**config.mk**
```make
export PLATFORM = sky130hd
export DESIGN_NAME = robot_nav_grid
export DESIGN_NICKNAME = d
export VERILOG_FILES = /design/src/rtl/robot_nav_grid.sv
export SDC_FILE = /design/constraint.sdc
export NUM_CORES = 1
export LEC_CHECK = 0
export CAP_MARGIN = 20
export CELL_PAD_IN_SITES_DETAIL_PLACEMENT = 1
export CELL_PAD_IN_SITES_GLOBAL_PLACEMENT = 2
export CORE_ASPECT_RATIO = 1.75
export CORE_MARGIN = 4
export CORE_UTILIZATION = 29
export DETAILED_ROUTE_END_ITERATION = 16
export MAX_ROUTING_LAYER = met4
export PLACE_DENSITY_LB_ADDON = 0.05
export RECOVER_POWER = 50
export SLEW_MARGIN = 30
export SYNTH_ARGS = -nofsm -noshare
export SYNTH_HDL_FRONTEND = slang
export SYNTH_SLANG_ARGS = --single-unit
```
**constraint.sdc**
```tcl
create_clock -name clk -period 1.9 [get_ports clk]
set_input_delay 0.38 -clock clk [delete_from_list [all_inputs] [get_ports clk]]
set_output_delay 0.38 -clock clk [all_outputs]
set_load 0.05 [all_outputs]
```
**src/rtl/robot_nav_grid.sv**
```systemverilog
// Command-driven navigation unit for the grid robot: heading control and
// multi-step forward motion on a bounded GRID_W x GRID_H grid.
module robot_nav_grid #(
    parameter int          GRID_W    = 8,
    parameter int          GRID_H    = 8,
    parameter int          STEP_W    = 4,
    parameter int          START_X   = 0,
    parameter int          START_Y   = 0,
    parameter logic [2:0]  START_DIR = 3'b001
) (
    input  logic                        clk,
    input  logic                        reset,
    input  logic                        cmd_valid,
    output logic                        cmd_ready,
    input  logic [1:0]                  cmd_op,
    input  logic [STEP_W-1:0]           cmd_steps,
    output logic [2:0]                  orientacao,
    output logic [$clog2(GRID_W)-1:0]   pos_x,
    output logic [$clog2(GRID_H)-1:0]   pos_y,
    output logic [2:0]                  acao,
    output logic [STEP_W-1:0]           steps_left,
    output logic                        busy,
    output logic                        done,
    output logic                        bump
);

    localparam int XW = $clog2(GRID_W);
    localparam int YW = $clog2(GRID_H);
    localparam logic [XW-1:0] X_MAX = XW'(GRID_W - 1);
    localparam logic [YW-1:0] Y_MAX = YW'(GRID_H - 1);

    localparam logic [2:0] DIR_N = 3'b001;
    localparam logic [2:0] DIR_W = 3'b010;
    localparam logic [2:0] DIR_E = 3'b011;
    localparam logic [2:0] DIR_S = 3'b100;

    typedef enum logic [1:0] {IDLE, TURN, MOVE, DONE} state_t;
    typedef enum logic [1:0] {OP_FWD, OP_LEFT, OP_RIGHT, OP_AROUND} op_t;

    state_t              state, state_next;
    op_t                 op_q, op_next;
    logic                bump_q, bump_next;
    logic [2:0]          dir_next, acao_next;
    logic [XW-1:0]       x_next;
    logic [YW-1:0]       y_next;
    logic [STEP_W-1:0]   steps_next;
    logic                at_edge;

    // An illegal heading code always resolves to North, whatever the turn.
    function automatic logic [2:0] turn_dir(input logic [2:0] d, input op_t op);
        logic [2:0] r;
        r = DIR_N;
        case (op)
            OP_LEFT:   case (d) DIR_N: r = DIR_W; DIR_W: r = DIR_S; DIR_S: r = DIR_E; default: r = DIR_N; endcase
            OP_RIGHT:  case (d) DIR_N: r = DIR_E; DIR_E: r = DIR_S; DIR_S: r = DIR_W; default: r = DIR_N; endcase
            OP_AROUND: case (d) DIR_N: r = DIR_S; DIR_S: r = DIR_N; DIR_W: r = DIR_E; DIR_E: r = DIR_W; default: r = DIR_N; endcase
            default:   r = (d == DIR_W || d == DIR_E || d == DIR_S) ? d : DIR_N;
        endcase
        return r;
    endfunction

    always_comb begin
        case (orientacao)
            DIR_N:   at_edge = (pos_y == Y_MAX);
            DIR_S:   at_edge = (pos_y == '0);
            DIR_E:   at_edge = (pos_x == X_MAX);
            DIR_W:   at_edge = (pos_x == '0);
            default: at_edge = 1'b1;
        endcase
    end

    // NOTE: every next-state variable gets a default first so no path can infer a latch.
    always_comb begin
        state_next = state;
        op_next    = op_q;
        bump_next  = bump_q;
        dir_next   = orientacao;
        x_next     = pos_x;
        y_next     = pos_y;
        steps_next = steps_left;
        acao_next  = 3'b000;
        case (state)
            IDLE: begin
                if (cmd_valid) begin
                    op_next = op_t'(cmd_op);
                    if (op_t'(cmd_op) == OP_FWD) begin
                        steps_next = cmd_steps;
                        state_next = MOVE;
                    end else begin
                        state_next = TURN;
                    end
                end
            end
            TURN: begin
                dir_next   = turn_dir(orientacao, op_q);
                state_next = DONE;
            end
            MOVE: begin
                if (steps_left == '0) begin
                    state_next = DONE;
                end else if (at_edge) begin
                    bump_next  = 1'b1;
                    state_next = DONE;
                end else begin
                    case (orientacao)
                        DIR_N:   y_next = pos_y + YW'(1);
                        DIR_S:   y_next = pos_y - YW'(1);
                        DIR_E:   x_next = pos_x + XW'(1);
                        default: x_next = pos_x - XW'(1);
                    endcase
                    steps_next = steps_left - STEP_W'(1);
                    acao_next  = orientacao;
                end
            end
            default: begin
                bump_next  = 1'b0;
                state_next = IDLE;
            end
        endcase
    end

    // NOTE: reset sits in the sensitivity list so it clears state without waiting for a clock.
    always_ff @(posedge clk or posedge reset) begin
        if (reset) begin
            state      <= IDLE;
            op_q       <= OP_FWD;
            bump_q     <= 1'b0;
            orientacao <= START_DIR;
            pos_x      <= XW'(START_X);
            pos_y      <= YW'(START_Y);
            steps_left <= '0;
            acao       <= 3'b000;
        end else begin
            state      <= state_next;
            op_q       <= op_next;
            bump_q     <= bump_next;
            orientacao <= dir_next;
            pos_x      <= x_next;
            pos_y      <= y_next;
            steps_left <= steps_next;
            acao       <= acao_next;
        end
    end

    assign cmd_ready = (state == IDLE);
    assign busy      = (state != IDLE);
    assign done      = (state == DONE);
    assign bump      = (state == DONE) && bump_q;

endmodule

```
==> summary.txt <==
Run status
  • Status: finished, final reports clean

Power and ir drop
  • Pwr Total: 4.34 mW
  • Max IR drop VDD: 0.956 mV
  • Pwr Density: 2020 nW/µm²
  • LEAKAGE: 0.963 nW

Placed design
  • Port Buffers: 28
  • Placed cell count: 252
  • Placer Congestion: 0.809
  • DP HPWL: 3260 µm
  • Placed Area: 2080 µm²

Final layout
  • Finished Core Util: 43.6%
  • Fin area: 2150 µm²
  • Antenna fix cells: 0
  • Area growth from synthesis to layout: 46.0%
  • Final nets: 224
  • Post-Layout Cell Count: 257
  • Layout cell share with drive strength beyond 1: 39.4%

Logic synthesis
  • Post-Syn Instances: 148
  • Synth warn: 0
  • EDFF count, synth: 0
  • Most used DFF post-synth: dfrtp_1
  • Simple-Gate Fraction of Synth Area: 18.3%
  • Most frequent cell after synthesis: dfrtp_1
  • Total of flip-flops plus latches after synthesis: 21
  • Synth Area in Compound Gates: 18.9%
  • Dominant cell type by area after synthesis: dfrtp_1
  • Yosys cell types: 50
  • Sequential share of the synthesized area: 35.7%
  • Share of the synthesized area in the top cell type: 34.0%
  • Commonest cells in the netlist: 20 x dfrtp_1, 14 x inv_1, 10 x nor2_1, 9 x ha_1
  • Ranking of synthesized cells by area: dfrtp_1 34%, ha_1 7.6%, mux2_2 4.6%
  • Adder-cell share of the synthesized area: 10.4%
  • Mux share of post-synthesis cell area: 8.49%
  • Largest family of logic cells by synthesized area: compound AO/OA/AOI/OAI gates
  • Post-Syn Area per Cell: 9.96 µm²
  • XOR/XNOR Fraction of Synth Area: 2.97%
  • Ys async rst share: 100%
  • Synthesized cell area: 1470 µm²
  • Syn nets: 168

Drt
  • DRT iter0 DRCs: 25
  • Routed len/inst: 15.5 µm
  • WL final: 3990 µm
  • DRT Pass-1 Iters: 4
  • Vias/cell: 5.06
  • Antenna Nets Post-Route: 0
  • Drt drc: 0
  • Vias post-DR: 1301

Hold path
  • Worst Hold Class: reg -> reg

Die
  • Row count: 34
  • Die area: 6330 µm²
  • Die width: 61.9 µm
  • CORE AREA: 4930 µm²
  • Starting Density: 29.9%
  • I/O Pins: 29
  • Height of the die: 102 µm

STA
  • Final-report setup violation count: 0
  • Crit share post-route: 97.3%
  • Worst-Margin Slew: 0.612 ns
  • Clk_skew: 0.00229 ns
  • Max-slew violation count: 0
  • RSZ-0062 raised after global routing: yes
  • Fin Hold WS: 0.500 ns
  • Final Hold Viols: 0
  • Relative slew slack: 59.4%
  • Final worst path period need: 1.85 ns
  • Fmax: 0.541 GHz

CTS
  • TritonCTS clock tree: done
  • # H-tree levels: 1
  • CTS max path bufs: 2
  • Clk sinks: 21
  • Clk_lat worst skew: 0.26 ns
  • Root Buffer: clkbuf_8
  • Reg clk slew, reported paths: 0.08 ns
  • CTS buffer count: 3

Setup path
  • Crit path buf inv count: 1
  • Worst path slowest cell: dfstp_4
  • Critical path required time: 2.05 ns
  • CP arrival: 2.00 ns
  • Largest stage delay on the critical path: 0.68 ns
  • Worst setup EP type: flip-flop
  • Startpoint Class: flip-flop
  • Setup CP Type: reg -> reg
  • CP Cell Sequence: nand2b_4, o32a_4, a211oi_4, buf_6, a21oi_4, mux2_4
  • Worst-path fanout max: 7
  • Top cell family by delay on the critical path: flip-flops

Flow run
  • Max-cap violations: 0

GRT
  • First-pass GRT wire length: 6820 µm
  • Initial antenna violation count: 0
  • Global route total overflow: 0
  • Gr usage total: 14.8%
  • Vias in the first global route: 1464
  • Largest net degree at the start of global routing: 22
## power breakdown
part	switching [mW]	total (mW)	internal [mW]
clock network	0.155	0.305	0.150
registers	0.215	0.894	0.678
logic	1.74	3.14	1.40
total	2.11	4.34	2.23
## worst paths after layout
check	from	slack [ns]	endpoint	cells after the start
max in group asynchronous	reset	0.80	orientacao[2]	3
max	orientacao[0]	0.05	state[0]	6
min in group asynchronous	reset	0.69	steps_left[2]	3
max reg2reg	orientacao[0]	0.05	state[0]	6
min reg2reg	pos_x[2]	0.50	pos_x[2]	1
min	pos_x[2]	0.50	pos_x[2]	1
## what timing repair did
| action | CTS | global route |
|---|---|---|
| hold buffers | 0 | 0 |
| setup endpoints to repair | 2 | 7 |
| gates resized for setup | 3 | 8 |
| buffers inserted | 1 | 0 |
| pin swaps | 3 | 0 |
## area by class of cell
cell class                      count  area [µm²]
Fill cell                         573        2780
Multi-Input combinational cell    108         961
Sequential cell                    21         539
Timing Repair Buffer               56         487
Tap cell                           54        67.6
Inverter                           14        52.6
Clock buffer                        4        45.0
## layer usage
metal  vias up  track usage [%]  share of wire (%)
li1        626                -                  -
met1       648             14.8                 36
met2        22             28.1                 59
met3         5             1.77                3.7
met4         0             4.90                1.5
met5         -                -                  0
## cells in the final DEF (no fill, tap or decap), types with 2 or more instances in the layout
cell type        instances
buf_4                   33
dfrtp_1                 13
inv_1                   12
nor2_1                  10
clkdlybuf4s50_1          9
a21oi_1                  8
nand2_1                  8
nor3_1                   7
clkbuf_1                 7
dfrtp_2                  7
mux2_2                   6
ha_1                     6
buf_12                   5
xnor2_1                  4
nand2b_4                 3
nand2b_1                 3
o21ai_1                  3
mux2_4                   3
and2_1                   3
clkbuf_8                 3
inv_2                    2
nor2b_1                  2
a21o_1                   2
o22a_1                   2
a211oi_1                 2
fa_1                     2
ha_2                     2
## logic make-up after synthesis
logic type / after synthesis
simple gates: 48
compound gates: 33
flops: 21
buf+inv: 19
mux: 11
fa+ha+maj: 11
xor+xnor: 5
## state kept, by name (all words and copies together), names as in the netlist
signal	count
pos_y	3
state	2
acao	3
bump_q	1
steps_left	4
orientacao	3
pos_x	3
op_q	2
## metrics by stage
step | setup slack (ns) | setup TNS (ns)
after CTS | 0.00286 | 0
after global routing | -0.0367 | -0.108
after floorplan | -0.136 | -0.303
after global placement | -0.122 | -0.134
final | 0.0505 | 0
after detailed placement | -0.251 | -0.334
Power figures use the tool's default switching activity.
